==> src/rtl/dsp_mac_pkg.sv <==
// Shared definitions for the sequenced multiply-accumulate controller:
// FSM encoding and DSP slice post-adder OPMODE values.
package dsp_mac_pkg;

    typedef enum logic [1:0] {
        IDLE,
        RUN,
        DRAIN,
        DONE
    } state_t;

    // OPMODE: X=M, Z=0 starts a sum; X=M, Z=P accumulates onto P.
    localparam logic [7:0] OPM_IDLE = 8'h00;
    localparam logic [7:0] OPM_MUL  = 8'h01;
    localparam logic [7:0] OPM_MAC  = 8'h09;

endpackage

==> src/rtl/dsp_flag_pipe.sv <==
// Shift register of per-operand control flags that tracks pairs through the
// slice multiplier. The MSB of each entry is its valid bit.
module dsp_flag_pipe #(
    parameter int DEPTH = 3,
    parameter int WIDTH = 2
) (
    input  logic             clk,
    input  logic             rst,
    input  logic [WIDTH-1:0] d,
    output logic [WIDTH-1:0] q,
    output logic             occupied
);

    logic [DEPTH-1:0][WIDTH-1:0] pipe;

    always_ff @(posedge clk or posedge rst) begin
        if (rst) begin
            pipe <= '0;
        end else begin
            pipe[0] <= d;
            for (int i = 1; i < DEPTH; i++) pipe[i] <= pipe[i-1];
        end
    end

    assign q = pipe[DEPTH-1];

    always_comb begin
        occupied = 1'b0;
        for (int i = 0; i < DEPTH; i++) occupied = occupied | pipe[i][WIDTH-1];
    end

endmodule

==> src/rtl/dsp_mac_seq.sv <==
// Job sequencer that streams operand pairs into an external DSP slice and
// returns the accumulated P value once the last product has landed.
module dsp_mac_seq
    import dsp_mac_pkg::*;
#(
    parameter int LEN_W    = 10,
    parameter int MULT_LAT = 2
) (
    input  logic               clk,
    input  logic               rst,
    input  logic               cmd_valid,
    output logic               cmd_ready,
    input  logic [LEN_W-1:0]   cmd_len,
    input  logic               s_valid,
    output logic               s_ready,
    input  logic signed [17:0] s_a,
    input  logic signed [17:0] s_b,
    output logic               res_valid,
    input  logic               res_ready,
    output logic [47:0]        res_data,
    output logic               busy,
    output logic [17:0]        dsp_a,
    output logic [17:0]        dsp_b,
    output logic [7:0]         dsp_opmode,
    output logic               dsp_ce_p,
    input  logic [47:0]        dsp_p
);

    // One extra stage covers the operand register in front of the multiplier.
    localparam int DEPTH = MULT_LAT + 1;

    state_t           state;
    logic [LEN_W-1:0] remaining;
    logic             first;
    logic             s_hs;
    logic [1:0]       flag_d;
    logic [1:0]       flag_q;
    logic             in_flight;

    assign cmd_ready = (state == IDLE);
    assign busy      = (state != IDLE);
    assign res_valid = (state == DONE);
    assign s_ready   = (state == RUN) && (remaining != '0);
    assign s_hs      = s_valid && s_ready;
    assign flag_d    = {s_hs, s_hs && first};

    dsp_flag_pipe #(
        .DEPTH(DEPTH),
        .WIDTH(2)
    ) u_flags (
        .clk      (clk),
        .rst      (rst),
        .d        (flag_d),
        .q        (flag_q),
        .occupied (in_flight)
    );

    assign dsp_ce_p   = flag_q[1];
    assign dsp_opmode = !flag_q[1] ? OPM_IDLE : (flag_q[0] ? OPM_MUL : OPM_MAC);

    always_ff @(posedge clk or posedge rst) begin
        if (rst) begin
            state     <= IDLE;
            remaining <= '0;
            first     <= 1'b0;
            dsp_a     <= '0;
            dsp_b     <= '0;
            res_data  <= '0;
        end else begin
            if (s_hs) begin
                dsp_a     <= s_a;
                dsp_b     <= s_b;
                remaining <= remaining - 1'b1;
                first     <= 1'b0;
            end
            case (state)
                IDLE: begin
                    if (cmd_valid) begin
                        if (cmd_len != '0) begin
                            remaining <= cmd_len;
                            first     <= 1'b1;
                            state     <= RUN;
                        end else begin
                            res_data <= '0;
                            state    <= DONE;
                        end
                    end
                end
                RUN: begin
                    if (s_hs && remaining == LEN_W'(1)) state <= DRAIN;
                end
                // Pipe empty means the final ce_p edge has already updated P.
                DRAIN: begin
                    if (!in_flight) begin
                        res_data <= dsp_p;
                        state    <= DONE;
                    end
                end
                DONE: begin
                    if (res_ready) state <= IDLE;
                end
                default: state <= IDLE;
            endcase
        end
    end

endmodule

==> config.mk <==
export PLATFORM = sky130hd
export DESIGN_NAME = dsp_mac_seq
export DESIGN_NICKNAME = d
export VERILOG_FILES = /design/src/rtl/dsp_mac_pkg.sv /design/src/rtl/dsp_flag_pipe.sv /design/src/rtl/dsp_mac_seq.sv
export SDC_FILE = /design/constraint.sdc
export NUM_CORES = 1
export LEC_CHECK = 0
export ABC_AREA = 1
export CAP_MARGIN = 20
export CORE_AREA = 4 4 146 92
export DETAILED_ROUTE_END_ITERATION = 8
export DIE_AREA = 0 0 150 96
export HOLD_SLACK_MARGIN = 0.03
export PLACE_DENSITY = 0.76
export SKIP_CTS_REPAIR_TIMING = 1
export SLEW_MARGIN = 20
export SYNTH_ARGS = -nofsm -noshare
export SYNTH_HDL_FRONTEND = slang
export SYNTH_SLANG_ARGS = --single-unit
==> constraint.sdc <==
create_clock -name clk -period 3.6 [get_ports clk]
set_clock_uncertainty 0.1 [all_clocks]
set_input_delay 0.72 -clock clk [delete_from_list [all_inputs] [get_ports clk]]
set_output_delay 0.72 -clock clk [all_outputs]
set_load 0.005 [all_outputs]
==> results of run 1 <==
final cells by class:
class | count | area (um^2) | share of cell area
timing repair buffer | 194 | 1940 | 0.288
clock buffer | 11 | 233 | 0.0345
inverter | 17 | 68.8 | 0.0102
tap | 165 | 206 | 0.0306
clock inverter | 5 | 58.8 | 0.00872
multi-input combinational | 382 | 1660 | 0.246
sequential | 103 | 2580 | 0.382
flip-flops by register name (all words and copies together) (netlist names):
signal	flops
dsp_a	18
dsp_b	18
first	1
remaining	10
res_data	48
state	2
u_flags.pipe	4
u_flags.q	2
through the flow:
stage | cells | total power [uW] | util
finish | 877 | 5630 | 0.565
global route | 877 | 6080 | 0.565
CTS | 877 | 5700 | 0.565
detailed placement | 861 | 4720 | 0.540
global placement | 861 | 4630 | 0.540
floorplan | 533 | 3350 | -
logic make-up (layout without fill, tap and decap cells):
family / count (synthesis) / count (layout)
adders and majority gates: 6 / 6
buffers and inverters: 48 / 227
AOI/OAI and AO/OA: 6 / 6
other: 1 / 6
xor gates and xnor gates: 6 / 6
DFF: 103 / 103
and+or+nand+nor: 358 / 358
placed cells by master, fill, tap and decap left out:
master,instances
nor2_2,2
clkbuf_1,2
clkinvlp_4,2
clkdlybuf4s50_1,189
or2_2,1
ha_1,5
nand2_2,2
o21ai_0,2
nand3_1,57
buf_12,1
nor2_4,1
nand4_1,3
nand3_4,1
nor3_1,1
xnor2_1,2
clkinv_2,1
conb_1,6
clkbuf_16,9
o21bai_1,1
inv_1,15
inv_4,2
a21oi_1,1
clkinv_4,1
nand2_1,264
ha_2,1
nor3b_2,1
dfrtp_1,103
o21ai_1,1
nor2_1,23
nand3b_1,2
buf_4,4
o22ai_1,1
bufinv_16,1
xor2_1,4
layer usage:
metal / track usage / wire (um) / vias up
met1: 0.234 / 5560 / 1876
met4: 0.0510 / 238 / 0
li1: - / - / 1979
met5: 0 / 0 / -
met2: 0.260 / 5470 / 177
met3: 0.0588 / 1200 / 21
worst max-delay path, cell delays in order, from the launching register on:
cell	delay [ns]
dfrtp_1	0.40
inv_1	0.18
ha_1	0.23
nor3b_2	0.24
nand2_2	0.13
nand2_1	0.08
inv_1	0.05
clkdlybuf4s50_1	0.43
final timing paths:
| kind | from | to | slack [ns] | cells after the start |
|---|---|---|---|---|
| max reg2reg | state[0]$_DFFE_PP0P_ | res_data[44]$_DFFE_PP0P_ | 1.16 | 10 |
| max | remaining[0]$_DFF_PP0_ | s_ready | 0.71 | 7 |
| min reg2reg | u_flags.pipe[2]$_DFF_PP0_ | u_flags.q[0]$_DFF_PP0_ | 0.25 | 0 |
| max in group asynchronous | rst | dsp_a[3]$_DFFE_PP0N_ | 1.99 | 3 |
| min | u_flags.pipe[2]$_DFF_PP0_ | u_flags.q[0]$_DFF_PP0_ | 0.25 | 0 |
| min in group asynchronous | rst | res_data[2]$_DFFE_PP0P_ | 0.69 | 2 |
power breakdown:
group          switching (uW)  internal, uW
logic                    1300          1340
clock network             407           539
registers                 334          1700
total                    2040          3580
==> results.md, run 1 <==
* Status: finished, final reports clean
* Post-route setup slack at slightly above 0.7 ns
* Initial antenna violation count at 0
* LEAKAGE at about 0.0033 uW
* Placed Area at 6450 um^2
* Compound-gate portion of the synthesized area at 0.00753
* Startpoint Class: register
* Multiplexer share of the synthesized area at 0
* Setup TNS Final at 0 ns
* Initial detailed-routing violation count at 260
* Cell taking the most area after synthesis: dfrtp_1
* Pre-CTS setup slack at 0.950 ns
* Antenna-violating nets left at 0
* Detailed Route WL at ~12000 um
* Post-synthesis sequential area ratio at 0.574
* Number of global-route vias before repair at roughly 4.0k
* Max FO, Critical Path at 5
* Peak VDD IR at ~0.44 mV
* Reg clk slew, reported paths at about 0.06 ns
* Dominant synthesized flop cell: dfrtp_1
* Layout area overhead at 50.3%
* RSZ-0062 raised after global routing: false
* Top-count cell post-synth: nand2_1
* DR vias at 4053
* Die Area at 14400 um^2
* Kind of end point of the critical path: output pin
* Starting Density at 0.376
* Drt wl/cell at between 10 and 15 um
* Global route overflow at 0
* Post-synth ARST share at 1.00
* Worst-skew pair later-pin latency at roughly 0.33 ns
* Die height at 96 um
* Port Buffers at between 150 and 200
* Xor-xnor portion of the synthesized cell area at 0.0117
* Gate count of the mapped netlist at 528
* Setup CP Type: register to output pin
* # H-tree levels at 3
* EDFF count, synth at 0
* Detailed Place HPWL at 9290 um
* Synthesis-stage register bit count at 103
* Power Density at about 830 nW/um^2
* Hold crit path type: register to register
* Hold_ws at ~0.25 ns
* Synth cell count leaders: nand2_1, dfrtp_1, nand3_1
* GRT Total Usage at 0.171
* Vias/cell at 4.62
* Fillers at roughly 1.1k
* Top Ports at about 200
* F_max at around 350 MHz
* Largest family of logic cells by synthesized area: simple AND/OR/NAND/NOR gates
* Total number of yosys warnings at 0
* DRC at 0
* Final setup fails at 0
* Num CTS Buffers at 9
* Antenna cells at 0
* Fraction of the mapped netlist area in simple logic gates at 0.328
* Root Buffer: clkbuf_16
* Final hold vios at 0
* Clock tree buffer depth at 2
* Arrival time worst endpoint at 2.07 ns
* Post-synthesis instance area at 4490 um^2
* Max-Cap Viols at 0
* Nets@finish at a little over 800
* Global-route wire length before repair at roughly 20000 um
* Pins Over Slew Limit at 0
* Period minus WS final at 2.89 ns
* Die W at 150 um
* Layout cells sized above 1 at 0.0421
* Syn avg cell area at 8.50 um^2
* Clock Sinks at 103
* Final Instance Area at 6750 um^2
* Slew margin rel. at 0.651
* Rows at 31
* Initial DRT Pass Iterations at 5
* CTS tree: yes
* Post-synthesis cell type count at 28
* Fraction of the mapped netlist area in adder cells at 0.0167
* Top cells by area, synth: dfrtp_1, nand2_1, nand3_1, nor2_1, buf_4
* CP required at roughly 2.8 ns
* Largest net degree at the start of global routing at 64
* Crit share post-route at 0.803
* Gpl congestion at 0.859
* Synth top area share at 0.574
* Core ar. at ~12000 um^2
* Slew @ Worst Pin at around 0.52 ns
Note: power is estimated with default switching activity, not from simulation.
==> run 2: changes to the inputs <==
--- a/config.mk
+++ b/config.mk
@@ -7,11 +7,11 @@
 export LEC_CHECK = 0
 export ABC_AREA = 1
 export CAP_MARGIN = 20
-export CORE_AREA = 4 4 146 92
+export CORE_AREA = 4 4 139 88
 export DETAILED_ROUTE_END_ITERATION = 8
-export DIE_AREA = 0 0 150 96
+export DIE_AREA = 0 0 143 92
 export HOLD_SLACK_MARGIN = 0.03
-export PLACE_DENSITY = 0.76
+export PLACE_DENSITY = 0.79
 export SKIP_CTS_REPAIR_TIMING = 1
 export SLEW_MARGIN = 20
 export SYNTH_ARGS = -nofsm -noshare
==> constraint.sdc (replaced) <==
create_clock -name clk -period 2.97 [get_ports clk]
set_clock_uncertainty 0.1 [all_clocks]
set_input_delay 0.594 -clock clk [delete_from_list [all_inputs] [get_ports clk]]
set_output_delay 0.594 -clock clk [all_outputs]
set_load 0.005 [all_outputs]
==> run 2 against run 1 <==
First-iteration DRC count shrank 15%. Count of clock-buffer cells in the layout grew 1. Critical endpoint unchanged. Sequential share of layout area grew 0.11 points. Non-clock buffer count grew 1. Register-to-register slack lost 0.40 ns. Final area shrank 0.28%.
==> results.md, run 2 (synthesized netlist as in run 1, its figures left out) <==
* Max FO, Critical Path at 5 (unchanged)
* Fillers at 926 (was 1067)
* CTS tree: yes (unchanged)
* Setup CP Type: register to output pin (unchanged)
* Regs by FF count: res_data: 48 flops, dsp_a: 18 flops, dsp_b: 18 flops (unchanged)
* F_max at 369 MHz
* Root Buffer: clkbuf_16 (unchanged)
* Reg clk slew, reported paths at 0.07 ns (was 0.06 ns)
* Die height at 92 um (was 96 um)
* Clock tree buffer depth at 2 (unchanged)
* Drt wl/cell at 14.2 um (about the same)
* Initial detailed-routing violation count at 221 (was 260)
* RSZ-0062 raised after global routing: false (unchanged)
* Flip-flop count of the largest register after layout at 48 (unchanged)
* Final setup fails at 0 (unchanged)
* Peak VDD IR at 0.457 mV (was 0.444 mV)
* Die Area at 13200 um^2 (was 14400 um^2)
* Layout cells sized above 1 at 0.0435 (was 0.0421)
* Setup TNS Final at 0 ns (unchanged)
* Nets@finish at 813 (was 812)
* Vias/cell at 4.71 (was 4.62)
* Largest net degree at the start of global routing at 104 (was 64)
* Rows at 30 (was 31)
* Hold crit path type: register to register (unchanged)
* Layout area overhead at 49.9% (was 50.3%)
* Crit share post-route at 0.912
* Pins Over Slew Limit at 0 (unchanged)
* Slew @ Worst Pin at 0.540 ns (was 0.523 ns)
* Kind of end point of the critical path: output pin (unchanged)
* Startpoint Class: register (unchanged)
* Num CTS Buffers at 9 (unchanged)
* Port Buffers at 189 (unchanged)
* DR vias at 4035 (was 4053)
* Worst-skew pair later-pin latency at 0.33 ns (about the same)
* Pre-CTS setup slack at 0.492 ns (was 0.950 ns)
* # H-tree levels at 3 (unchanged)
* CP required at 2.28 ns (was 2.78 ns)
* Top Ports at 196 (unchanged)
* Power Density at 1010 nW/um^2 (was 834 nW/um^2)
* Arrival time worst endpoint at 2.01 ns (was 2.07 ns)
* Starting Density at 0.408 (was 0.376)
* Status: finished, final reports clean (unchanged)
* Post-route setup slack at 0.263 ns (was 0.707 ns)
* Period minus WS final at ~2.7 ns
* Die W at 143 um (was 150 um)
* Total power at 6780 uW (was 5630 uW)
* Initial DRT Pass Iterations at 7 (was 5)
* Global route overflow at 0 (unchanged)
* Antenna-violating nets left at 0 (unchanged)
* GRT Total Usage at 0.184 (was 0.171)
* Detailed Place HPWL at 8870 um (was 9290 um)
* Hold_ws at 0.250 ns (was 0.255 ns)
* Initial antenna violation count at 0 (unchanged)
* LEAKAGE at 0.00332 uW (about the same)
* Number of global-route vias before repair at 3957 (was 4006)
* Gpl congestion at 0.873 (was 0.859)
* Clock Sinks at 103 (unchanged)
* Max-Cap Viols at 0 (unchanged)
* Slew margin rel. at 0.640 (was 0.651)
* Antenna cells at 0 (unchanged)
* Detailed Route WL at 12200 um (was 12500 um)
* Top reg by flops: res_data (unchanged)
* DRC at 0 (unchanged)
* Most common cell after layout, fill and taps aside: nand2_1 (unchanged)
* Global-route wire length before repair at 19500 um (was 19800 um)
* Most frequent cells in the layout: nand2_1, clkdlybuf4s50_1, dfrtp_1 (unchanged)
* Core ar. at 11000 um^2 (was 11900 um^2)
* Final hold vios at 0 (unchanged)
==> run 2: final timing paths <==
check	cells past startpoint	slack, ns	from	to
min in group asynchronous	3	0.69	rst	dsp_b[15]$_DFFE_PP0N_
setup reg to reg	10	0.76	remaining[0]$_DFF_PP0_	remaining[6]$_DFF_PP0_
hold reg to reg	0	0.25	u_flags.pipe[0]$_DFF_PP0_	u_flags.pipe[2]$_DFF_PP0_
max in group asynchronous	3	1.67	rst	res_data[16]$_DFFE_PP0P_
hold / removal	0	0.25	u_flags.pipe[0]$_DFF_PP0_	u_flags.pipe[2]$_DFF_PP0_
setup / recovery	7	0.26	remaining[0]$_DFF_PP0_	s_ready
==> run 2: critical path, cell delays in order (launching register included) <==
cell and delay, ns:
dfrtp_1 0.40, inv_1 0.15, ha_1 0.22, nor3b_2 0.24
nand2_2 0.13, nand2_1 0.08, inv_1 0.04, clkdlybuf4s50_1 0.43
==> run 2: stage by stage <==
step                      instance area, um^2   util  instances
after floorplan                          4510      -        533
after CTS                                6730  0.612        857
after global placement                   6450  0.586        841
after detailed placement                 6450  0.586        841
after global routing                     6730  0.612        857
final                                    6730  0.612        857
==> run 2: cell type report <==
cell class	instances	area [um^2]	area share
clock buffer	12	246	0.0366
clock inverter	4	31.3	0.00465
tap	144	180	0.0268
sequential	103	2580	0.383
inverter	17	70.1	0.0104
timing repair buffer	195	1960	0.292
multi-input combinational	382	1660	0.247
==> run 2: report_power, final <==
part | internal, uW | leakage [uW] | switching [uW] | total [uW]
Sequential | 2060 | 0.00133 | 413 | 2480
Clock | 593 | 0.000125 | 495 | 1090
Combinational | 1660 | 0.00187 | 1560 | 3220
Total | 4310 | 0.00332 | 2470 | 6780
==> run 2: per-layer routing <==
metal	track usage	wire, um	part of all wire	vias to the layer above
met5	0	0	0	-
met3	0.0558	1080	0.089	11
met4	0.0403	86	0.0071	0
li1	-	-	-	1981
met2	0.286	5470	0.45	162
met1	0.254	5530	0.45	1881
